$ cat src/rtl/riscv_irq_pending_unit.sv
// ============================================================================
//  Module      : riscv_irq_pending_unit
//  Description : Conditions raw interrupt lines into the level-style irq
//                vector consumed by the exception controller. Per line:
//                optional synchronisation, rising-edge detection, pending
//                storage (edge lines) or pass-through (level lines), CSR
//                masking, ack-based clear, and sticky "missed edge" flags.
//                Optional feature macro: IRQ_SYNC_EN (two-flop synchroniser
//                on irq_src_i; adds two cycles of latency).
//  Revision    : 1.0 - initial release
// ============================================================================
`timescale 1ns/1ps
`default_nettype none

module riscv_irq_pending_unit #(
  parameter int                   NUM_IRQ   = 32,
  parameter logic [NUM_IRQ-1:0]   EDGE_TRIG = '0
) (
  input  logic               clk,
  input  logic               rst_n,
  input  logic [NUM_IRQ-1:0] irq_src_i,
  input  logic [NUM_IRQ-1:0] irq_mask_i,
  input  logic [NUM_IRQ-1:0] sw_set_i,
  input  logic               ack_i,
  input  logic [5:0]         ack_cause_i,
  input  logic [NUM_IRQ-1:0] missed_clr_i,
  output logic [NUM_IRQ-1:0] irq_o,
  output logic               irq_valid_o,
  output logic [4:0]         irq_id_o,
  output logic [NUM_IRQ-1:0] missed_o
);

  // Conditioned source seen by the edge detector and the level path
  logic [NUM_IRQ-1:0] src_s;

  // Edge-detect and pending state
  logic [NUM_IRQ-1:0] prev_q,   prev_d;
  logic [NUM_IRQ-1:0] pend_q,   pend_d;
  logic [NUM_IRQ-1:0] missed_q, missed_d;

  // Per-line event vectors
  logic [NUM_IRQ-1:0] edge_vec;
  logic [NUM_IRQ-1:0] set_vec;
  logic [NUM_IRQ-1:0] clr_vec;

`ifdef IRQ_SYNC_EN
  // Two-flop synchroniser; sources may be asynchronous to clk
  logic [NUM_IRQ-1:0] sync1_q, sync1_d;
  logic [NUM_IRQ-1:0] sync2_q, sync2_d;

  // Next state of the synchroniser chain
  always_comb begin
    sync1_d = irq_src_i;
    sync2_d = sync1_q;
  end

  // Synchroniser flops, cleared asynchronously so no stale level survives reset
  always_ff @(posedge clk or negedge rst_n) begin
    if (!rst_n) begin
      sync1_q <= '0;
      sync2_q <= '0;
    end else begin
      sync1_q <= sync1_d;
      sync2_q <= sync2_d;
    end
  end

  assign src_s = sync2_q;
`else
  // Sources are already synchronous to clk; use them directly
  assign src_s = irq_src_i;
`endif

  // Rising-edge detection, set and clear events for every line
  always_comb begin
    prev_d   = src_s;
    edge_vec = src_s & ~prev_q;
    set_vec  = edge_vec | sw_set_i;
    clr_vec  = '0;
    // Only an interrupt cause (bit5) retires a pending line; synchronous
    // exceptions share the ack strobe but must not touch pending state.
    if (ack_i && ack_cause_i[5]) begin
      for (int i = 0; i < NUM_IRQ; i++) begin
        if (ack_cause_i[4:0] == 5'(i)) begin
          clr_vec[i] = 1'b1;
        end
      end
    end
  end

  // Pending and missed next-state per line, chosen by trigger type
  always_comb begin
    pend_d   = '0;
    missed_d = '0;
    for (int i = 0; i < NUM_IRQ; i++) begin
      if (EDGE_TRIG[i]) begin
        // A new set beats a same-cycle clear so no request is lost
        pend_d[i]   = set_vec[i] | (pend_q[i] & ~clr_vec[i]);
        // A set that lands on a still-pending line is a lost edge; a new
        // miss wins over the software clear of the flag.
        missed_d[i] = (set_vec[i] & pend_q[i] & ~clr_vec[i]) |
                      (missed_q[i] & ~missed_clr_i[i]);
      end else begin
        // Level lines store nothing: the bit tracks the source
        pend_d[i]   = src_s[i] | sw_set_i[i];
        missed_d[i] = 1'b0;
      end
    end
  end

  // State registers; reset loses all pending and missed state at once
  always_ff @(posedge clk or negedge rst_n) begin
    if (!rst_n) begin
      prev_q   <= '0;
      pend_q   <= '0;
      missed_q <= '0;
    end else begin
      prev_q   <= prev_d;
      pend_q   <= pend_d;
      missed_q <= missed_d;
    end
  end

  // Masked vector and summary; mask acts combinationally and never clears state
  always_comb begin
    irq_o       = pend_q & irq_mask_i;
    irq_valid_o = |irq_o;
    missed_o    = missed_q;
  end

  // Lowest index wins, matching the exception-controller priority
  always_comb begin
    irq_id_o = 5'd0;
    for (int i = NUM_IRQ - 1; i >= 0; i--) begin
      if (irq_o[i]) begin
        irq_id_o = 5'(i);
      end
    end
  end

endmodule

`default_nettype wire
$ cat config.mk
export PLATFORM = sky130hd
export DESIGN_NAME = riscv_irq_pending_unit
export DESIGN_NICKNAME = d
export VERILOG_FILES = /design/src/rtl/riscv_irq_pending_unit.sv
export SDC_FILE = /design/constraint.sdc
export NUM_CORES = 1
export LEC_CHECK = 0
export BUFFER_PORTS_ARGS = -buffer_cell sky130_fd_sc_hd__buf_4
export CAP_MARGIN = 20
export CORE_AREA = 2 2 79 81
export DETAILED_ROUTE_END_ITERATION = 10
export DIE_AREA = 0 0 81 83
export PLACE_DENSITY = 0.76
export SLEW_MARGIN = 20
export SYNTH_ARGS = -nofsm -noshare
export SYNTH_HDL_FRONTEND = slang
export SYNTH_SLANG_ARGS = --single-unit
$ cat constraint.sdc
create_clock -name clk -period 1.8 [get_ports clk]
set_input_delay 0.09 -clock clk [delete_from_list [all_inputs] [get_ports clk]]
set_output_delay 0.09 -clock clk [all_outputs]
set_load 0.01 [all_outputs]
==> results.py, run 1 <==
metrics = {
    "run_status": {
        "status": "complete, but fails checks",
        "violations": "setup timing",
    },
    "placed_design": {
        "place_inst": 418,
        "dp_hpwl_um": 4485,
        "port_buffers": 135,
        "gp_congestion": 0.8355,
    },
    "job": {
        "drv_cap": 0,
    },
    "worst_hold_path": {
        "hold_path_class": "input port to flop",
        "hold_depth": 2,
        "min-delay-start": "sw_set_i[15]",
    },
    "final_layout": {
        "nets": 554,
        "stdcell_count": 493,
        "reg.largest.list": "pend_q: 32 flops",
        "largest_register_ffs": 32,
        "antenna_cells": 0,
        "area_growth_syn_to_layout_pct": 101.8,
        "top_register": "pend_q",
        "drive_gt1_share_pct": 48.33,
    },
    "floorplanning": {
        "num_io_pins": 207,
        "initial_core_util_pct": 31.71,
        "fp-row-count": 28,
        "core_um2": 5816,
        "die-area_um2": 6723,
        "die_y_um": 83,
        "die-width_um": 81,
    },
    "clocking": {
        "root_buffer": "clkbuf_8",
        "clockBufferDepth": 2,
        "h-tree-depth": 2,
        "cts_buffers": 5,
        "cts.sinks": 32,
        "path_clk_slew_ns": 0.07,
        "cts_tree": "done",
    },
    "global_route": {
        "antenna_found_initial": 0,
        "grt_pass1_vias": 2293,
        "grt_usage_pct": 20.26,
        "gr-total-overflow": 0,
        "grt_first_pass_wirelength_um": 10410,
        "grt_max_degree": 33,
    },
    "timing": {
        "setup_viol": 6,
        "rsz0062_at_grt": "yes",
        "fin_crit_sh_pct": 107.5,
        "final_hold_viol_count": 0,
        "setup_ws_ns": -0.1342,
        "max_freq_mhz": 517.0,
        "finalCriticalPeriod_ns": 1.934,
        "final.setup.tns_ns": -0.6147,
        "slew_violations": 0,
    },
    "setup_path": {
        "startpoint_type": "flop",
        "worstSetupStartpoint": "pend_q[5]",
        "cp_data_required_time_ns": 1.71,
        "cp-end-kind": "output pin",
        "worstSetupPathType": "flop to output pin",
        "critical_path_arrival_ns": 1.84,
        "worstPathMaxFanout": 2,
    },
    "synthesis": {
        "synthArstFlopShare_pct": 100.0,
        "synth_top_cell_by_area": "dfrtp_1",
        "ys_seq_elements": 32,
        "syn-instance-count": 207,
        "yosys-top-cells-area": "dfrtp_1 43%, buf_4 13%, or2_2 11%",
        "synth_top_area_share_pct": 43.42,
        "synth_top_flop_cell": "dfrtp_1",
        "synth_cell_types": 31,
        "synthesis.area_um2": 1844,
        "synth_area_per_cell_um2": 8.910,
        "yosysSeqAreaShare_pct": 43.42,
        "yosysWarnings": 0,
        "synth-edff-count": 0,
    },
    "drt": {
        "drtPass1Iterations": 4,
        "routedWlPerCell_um": 13.80,
        "wirelength_um": 6805,
        "viasPerCell": 4.456,
        "drtIter0Drc": 57,
        "detail-route-antenna-nets": 0,
        "drc": 0,
        "vias": 2197,
    },
    "pwr": {
        "p_per_area_nw_per_um2": 587.9,
        "leakage_nw": 1.830,
        "ir_worst_vdd_v": 0.0005143,
        "finalPower_w": 0.002188,
    },
}
==> what timing repair did <==
| item | CTS | global route |
|---|---|---|
| hold buffers | 59 | 2 |
| pin swaps | 22 | 5 |
| setup buffers | 5 | 1 |
| endpoints found under the setup margin | 6 | 6 |
| endpoints found under the hold margin | 62 | 1 |
| gates resized for setup | 14 | 8 |
==> cell usage in the layout (no fill, tap or decap), types with 2 or more instances in the layout <==
cell / count
buf_4: 142
dlygate4sd3_1: 61
or2_2: 32
conb_1: 32
dfrtp_1: 32
nand2_1: 26
inv_1: 20
and2_1: 11
clkbuf_8: 7
a21oi_1: 5
a22oi_2: 5
nor2_1: 4
a22o_1: 3
nand4_1: 3
a211oi_1: 3
and2_4: 2
nand3_2: 2
a211o_1: 2
nor3_2: 2
==> power by group <==
| part | leakage, nW | internal (W) | total, W | switching (W) |
|---|---|---|---|---|
| clock | 0.0645 | 0.000489 | 0.000770 | 0.000281 |
| sequential | 0.329 | 0.000755 | 0.000772 | 0.0000168 |
| combinational | 1.44 | 0.000379 | 0.000647 | 0.000268 |
==> path summary, 6_finish.rpt <==
| kind | end | slack [ns] |
|---|---|---|
| max | irq_id_o[0] | -0.13 |
| min | pend_q[15] | 0.01 |
| min in group asynchronous | pend_q[18] | 0.28 |
| max in group asynchronous | pend_q[5] | 1.22 |
==> cell usage after synthesis (all sizes together) (2+ instances only) <==
cell type,number
or2,33
buf,32
dfrtp,32
nand2,26
inv,20
and2,14
a21oi,6
a22oi,5
a211oi,4
nor2,4
nor3,4
a22o,3
nand3,3
nand4,3
a211o,2
a311oi,2
==> final cells by class <==
cell class	count	area (um2)
Multi-Input combinational cell	154	938.4
Clock buffer	7	96.34
Timing Repair Buffer	204	1688
Inverter	20	75.07
Sequential cell	32	800.8
Fill cell	455	2093
Tap cell	75	93.84
Clock inverter	1	30.03
==> through the flow <==
stage               worst slack (ns)  util, %  cell area (um2)  hold slack (ns)
floorplan                     0.2540        -             1961          -0.2056
global placement           -0.006907    48.88             2843          0.05340
detailed placement         -0.006354    48.88             2843          0.05878
CTS                          -0.2099    62.91             3659        0.0007270
global route                 -0.2549    64.01             3722         0.006468
finish                       -0.1342    64.01             3722          0.01010
==> layer usage <==
metal  wire (um)  track usage, %  part of all wire (%)  vias to the layer above
met5           0               0                     0                        -
met4         140           7.858                   2.1                        0
met3         592           6.304                   8.7                       14
met2        3788           38.84                    56                      119
met1        2284           19.30                    34                     1024
li1            -               -                     -                     1040
==> cell families (layout without fill, tap and decap cells) <==
kind of cell	count (synthesis)	after routing	synth area share [%]
compound gates	33	33	13.57
simple gates	89	89	25.71
buf+inv	52	232	17.10
other cells	1	32	0.2033
flops	32	32	43.42
==> critical path: stages, from the launching register on <==
cell       delay, ns
dfrtp_1         0.39
a222oi_1        0.43
o211ai_1        0.24
a2111oi_2       0.25
a21oi_1         0.11
buf_4           0.16
Power figures use the tool's default switching activity.
==> run 2: changes to the inputs <==
--- a/config.mk
+++ b/config.mk
@@ -6,11 +6,11 @@
 export NUM_CORES = 1
 export LEC_CHECK = 0
 export BUFFER_PORTS_ARGS = -buffer_cell sky130_fd_sc_hd__buf_4
-export CAP_MARGIN = 20
 export CORE_AREA = 2 2 79 81
 export DETAILED_ROUTE_END_ITERATION = 10
 export DIE_AREA = 0 0 81 83
 export PLACE_DENSITY = 0.76
+export SKIP_CTS_REPAIR_TIMING = 1
 export SLEW_MARGIN = 20
 export SYNTH_ARGS = -nofsm -noshare
 export SYNTH_HDL_FRONTEND = slang
==> run 2 against run 1 <==
Net effect:
- the flow finishes with violations (hold timing, setup timing)
- cell area shrank 2.9%
- sequential power is essentially flat
- non-clock buffer count shrank 11
- cell count down 2.2%
- setup slack lost 0.013 ns
- sequential share of layout area increased by 0.65 points
- flip-flop and latch count did not move
- combinational power shrank 3.6%
- clock power decreased by 1%
- highest routed layer unchanged
==> results.py, run 2 (same netlist as run 1, synthesis figures left out) <==
metrics = {
    "drt": {
        "vias": 2188,
        "drtIter0Drc": 49,
        "wirelength_um": 6543,
        "drc": 0,
        "drtPass1Iterations": 4,
        "viasPerCell": 4.539,
        "routedWlPerCell_um": 13.57,
        "detail-route-antenna-nets": 0,
    },
    "timing": {
        "finalCriticalPeriod_ns": 1.948,
        "slew_violations": 0,
        "rsz0062_at_grt": "yes",
        "max_freq_mhz": 513.5,
        "setup_viol": 6,
        "setup_ws_ns": -0.1476,
        "hold_ws_ns": -0.005363,
        "fin_crit_sh_pct": 108.2,
        "final_hold_viol_count": 1,
        "final.setup.tns_ns": -0.6498,
    },
    "clocking": {
        "cts_tree": "done",
        "path_clk_slew_ns": 0.07,
        "cts.sinks": 32,
        "h-tree-depth": 2,
        "cts_buffers": 5,
        "clockBufferDepth": 2,
        "root_buffer": "clkbuf_8",
    },
    "pwr": {
        "finalPower_w": 0.002157,
        "ir_worst_vdd_v": 0.0004807,
        "p_per_area_nw_per_um2": 596.9,
        "leakage_nw": 1.797,
    },
    "placed_design": {
        "port_buffers": 135,
        "place_inst": 418,
        "dp_hpwl_um": 4485,
        "gp_congestion": 0.8355,
    },
    "setup_path": {
        "worstSetupPathType": "flop to output pin",
        "critical_path_arrival_ns": 1.86,
        "startpoint_type": "flop",
        "worstPathMaxFanout": 2,
        "worst_path_max_delay_cell": "a222oi_1",
        "cp_cell_sequence": "a222oi_1, o211ai_1, a2111oi_2, a21oi_1, buf_4",
        "cp_data_required_time_ns": 1.71,
        "cpPeakStageDelay_ns": 0.43,
        "cp-end-kind": "output pin",
    },
    "floorplanning": {
        "initial_core_util_pct": 31.71,
        "die-width_um": 81,
        "core_um2": 5816,
        "die-area_um2": 6723,
        "die_y_um": 83,
        "fp-row-count": 28,
        "num_io_pins": 207,
    },
    "final_layout": {
        "fillers": 462,
        "largest_register_ffs": 32,
        "final_common_cell": "buf_4",
        "utilization_pct": 62.13,
        "antenna_cells": 0,
        "final_cell_mix": "138 x buf_4, 55 x dlygate4sd3_1, 32 x or2_2, 32 x conb_1, 32 x dfrtp_1",
        "stdcell_count": 482,
        "reg.largest.list": "pend_q: 32 flops",
        "nets": 543,
        "top_register": "pend_q",
        "drive_gt1_share_pct": 47.91,
        "area_growth_syn_to_layout_pct": 95.93,
    },
    "global_route": {
        "grt_usage_pct": 15.80,
        "grt_max_degree": 33,
        "grt_pass1_vias": 1885,
        "grt_first_pass_wirelength_um": 8162,
        "gr-total-overflow": 0,
        "antenna_found_initial": 0,
    },
    "worst_hold_path": {
        "min_to": "pend_q[1]",
        "hold_path_class": "input port to flop",
        "min-delay-start": "irq_src_i[1]",
        "hold_depth": 2,
    },
    "job": {
        "drv_cap": 0,
    },
    "run_status": {
        "violations": "hold timing, setup timing",
        "status": "complete, but fails checks",
    },
}
==> run 2: cell count changes in the layout (fill, tap and decap cells not counted), sizes merged <==
cell	change
buf	-5
dlygate4sd3	-6
==> run 2: through the flow <==
step	cell area (um2)	hold WS (ns)	setup WS [ns]
6_report	3613	-0.005363	-0.1476
5_1_grt	3613	-0.001726	-0.2676
4_1_cts	2969	-0.2561	-0.3308
3_5_place_dp	2843	0.05878	-0.006354
3_3_place_gp	2843	0.05340	-0.006907
2_1_floorplan	1961	-0.2056	0.2540
==> run 2: worst max-delay path by stage <==
stage / startpoint / end / slack, ns
after detailed placement: pend_q[30] / irq_id_o[1] / -0.006
after global placement: pend_q[30] / irq_id_o[1] / -0.007
after global routing: pend_q[1] / irq_id_o[4] / -0.27
after CTS: pend_q[30] / irq_id_o[1] / -0.33
after floorplan: pend_q[30] / irq_id_o[1] / 0.25
final: pend_q[3] / irq_id_o[0] / -0.15
==> run 2: final cells by class <==
| cell class | count | area, um2 | share of cell area, % |
|---|---|---|---|
| well taps | 75 | 93.84 | 2.597 |
| clock inverters | 1 | 30.03 | 0.8310 |
| flip-flops and latches | 32 | 800.8 | 22.16 |
| repair buffers | 193 | 1587 | 43.91 |
| multi-input cells | 154 | 930.9 | 25.76 |
| clock buffers | 7 | 96.34 | 2.666 |
| inverters | 20 | 75.07 | 2.078 |
==> run 2: critical path, delay by kind of cell (launching register included) <==
kind	cells	cell delay (ns)
AO/OA/AOI/OAI	4	1.03
buffers and inverters	1	0.16
flip-flops	1	0.40
==> run 2: power by group <==
group / internal (W) / switching [W]
clock: 0.000488 / 0.000273
sequential: 0.000755 / 0.0000164
combinational: 0.000361 / 0.000263
==> run 2: routing by layer <==
layer / track usage, % / share of wire [%] / vias to the layer above
li1: - / - / 1015
met1: 15.55 / 34 / 1021
met2: 29.60 / 54 / 131
met3: 5.217 / 9.4 / 21
met4: 6.009 / 3.0 / 0
met5: 0 / 0 / -
==> run 3: changes to the inputs <==
--- a/config.mk
+++ b/config.mk
@@ -9,7 +9,7 @@
 export CORE_AREA = 2 2 79 81
 export DETAILED_ROUTE_END_ITERATION = 10
 export DIE_AREA = 0 0 81 83
-export PLACE_DENSITY = 0.76
+export PLACE_DENSITY = 0.78
 export SKIP_CTS_REPAIR_TIMING = 1
 export SLEW_MARGIN = 20
 export SYNTH_ARGS = -nofsm -noshare
==> run 3 against run 2 <==
Net effect:
- the run still ends with hold timing, setup timing left
- largest power group unchanged
- count of clock-buffer cells in the layout did not move
- die area is the same
- cell count fell by 1.9%
==> results.py, run 3 (same netlist as run 1, synthesis figures left out) <==
metrics = {
    "run_status": {
        "status": "complete, but fails checks",
        "violations": "hold timing, setup timing",
    },
    "setup_path": {
        "worstPathMaxFanout": 2,
        "cpPeakStageDelay_ns": 0.42,
        "cp_data_required_time_ns": 1.71,
        "critical_path_depth": 5,
        "cp_cell_sequence": "a222oi_1, o211ai_1, a2111oi_2, a21oi_1, buf_4",
        "critical_path_arrival_ns": 1.87,
        "startpoint_type": "flop",
        "worstSetupPathType": "flop to output pin",
        "critPathTopFamily": "compound AO/OA/AOI/OAI gates",
        "critPathBufInv": 1,
        "cp-end-kind": "output pin",
        "worst_path_max_delay_cell": "a222oi_1",
    },
    "final_layout": {
        "reg.largest.list": "pend_q: 32 flops",
        "top_register": "pend_q",
        "regArea_um2": 800.8,
        "utilization_pct": 60.76,
        "antenna_cells": 0,
        "multi_input_area_um2": 940.9,
        "stdcell_count": 473,
        "design_area_um2": 3533,
        "final_cell_mix": "138 x buf_4, 46 x dlygate4sd3_1, 32 x or2_2, 32 x conb_1, 32 x dfrtp_1",
        "drive_gt1_share_pct": 49.25,
        "largest_register_ffs": 32,
        "nets": 534,
        "final_common_cell": "buf_4",
        "area_growth_syn_to_layout_pct": 91.59,
        "fillers": 488,
    },
    "clocking": {
        "cts_tree": "done",
        "root_buffer": "clkbuf_8",
        "path_clk_slew_ns": 0.07,
        "cts_buffers": 5,
        "cts.sinks": 32,
        "clockBufferDepth": 2,
        "h-tree-depth": 2,
    },
    "floorplanning": {
        "initial_core_util_pct": 31.71,
        "num_io_pins": 207,
        "die_y_um": 83,
        "fp-row-count": 28,
        "die-width_um": 81,
        "die-area_um2": 6723,
        "core_um2": 5816,
    },
    "drt": {
        "wirelength_um": 6530,
        "viasPerCell": 4.493,
        "drtPass1Iterations": 4,
        "drc": 0,
        "vias": 2125,
        "drtIter0Drc": 58,
        "routedWlPerCell_um": 13.81,
        "detail-route-antenna-nets": 0,
    },
    "global_route": {
        "grt_first_pass_wirelength_um": 8590,
        "antenna_found_initial": 0,
        "grt_pass1_vias": 1999,
        "grt_usage_pct": 16.59,
        "gr-total-overflow": 0,
        "grt_max_degree": 33,
    },
    "placed_design": {
        "place_inst": 418,
        "port_buffers": 135,
        "dp_hpwl_um": 4609,
        "dpl_cell_area_um2": 2843,
        "gp_congestion": 0.7501,
    },
    "pwr": {
        "swShare_pct": 25.90,
        "p_per_area_nw_per_um2": 608.7,
        "seqPwrFrac_pct": 35.9,
        "internal-power_w": 0.001594,
        "ir_worst_vdd_v": 0.0004881,
        "pwr-share-clk_pct": 35.7,
        "leakage_nw": 1.770,
        "p_switching_w": 0.0005572,
        "comb_power_share_pct": 28.4,
    },
    "timing": {
        "final_hold_viol_count": 3,
        "finalCriticalPeriod_ns": 1.957,
        "fin_crit_sh_pct": 108.7,
        "max_freq_mhz": 511.0,
        "rsz0062_at_grt": "yes",
        "setup_ws_ns": -0.1571,
        "slew_violations": 0,
        "setup_viol": 6,
        "hold_ws_ns": -0.003694,
        "final.setup.tns_ns": -0.4693,
    },
    "job": {
        "drv_cap": 0,
    },
    "worst_hold_path": {
        "hold_depth": 2,
        "hold_path_class": "input port to flop",
    },
}
[run 3: cell count changes in the layout (fill, tap and decap cells not counted)]
cell and change:
a311oi_1 -1, a311oi_2 +1, dlygate4sd3_1 -9, nor2b_1 +1
nor2b_2 -1, o22ai_1 -1, o22ai_2 +1
[run 3: worst paths after layout]
check | start | end | slack [ns]
worst max-delay path | pend_q[3] | irq_id_o[0] | -0.16
worst min-delay path | sw_set_i[9] | pend_q[9] | -0.004
max in group asynchronous | rst_n | pend_q[4] | 1.21
min in group asynchronous | rst_n | pend_q[22] | 0.29
[run 3: per-stage QoR]
stage                     total power [W]  setup WS (ns)
after floorplan                  0.001033         0.2540
after global placement           0.001273      -0.009974
after detailed placement         0.001285      0.0002742
after CTS                        0.002062        -0.3255
after global routing             0.002271        -0.2734
final                            0.002151        -0.1571
[run 3: power by group through the flow]
| stage | logic [W] | registers [W] | clock network [W] |
|---|---|---|---|
| 6_report | 0.000610 | 0.000772 | 0.000769 |
| 2_1_floorplan | 0.000254 | 0.000779 | 0 |
| 3_3_place_gp | 0.000492 | 0.000781 | 0 |
| 3_5_place_dp | 0.000502 | 0.000783 | 0 |
| 4_1_cts | 0.000503 | 0.000769 | 0.000790 |
| 5_1_grt | 0.000668 | 0.000775 | 0.000828 |
[run 3: per-layer routing]
layer / track usage (%) / part of all wire, % / up-vias
li1: - / - / 1000
met1: 15.42 / 32 / 989
met2: 32.38 / 57 / 124
met3: 5.652 / 8.8 / 12
met4: 5.393 / 2.2 / 0
met5: 0 / 0 / -
[run 3: area by class of cell]
| type | count | share of cell area [%] |
|---|---|---|
| clock buffers | 7 | 2.727 |
| inverters | 20 | 2.125 |
| multi-input cells | 154 | 26.63 |
| repair buffers | 184 | 42.35 |
| flip-flops and latches | 32 | 22.66 |
| clock inverters | 1 | 0.8499 |
| well taps | 75 | 2.656 |
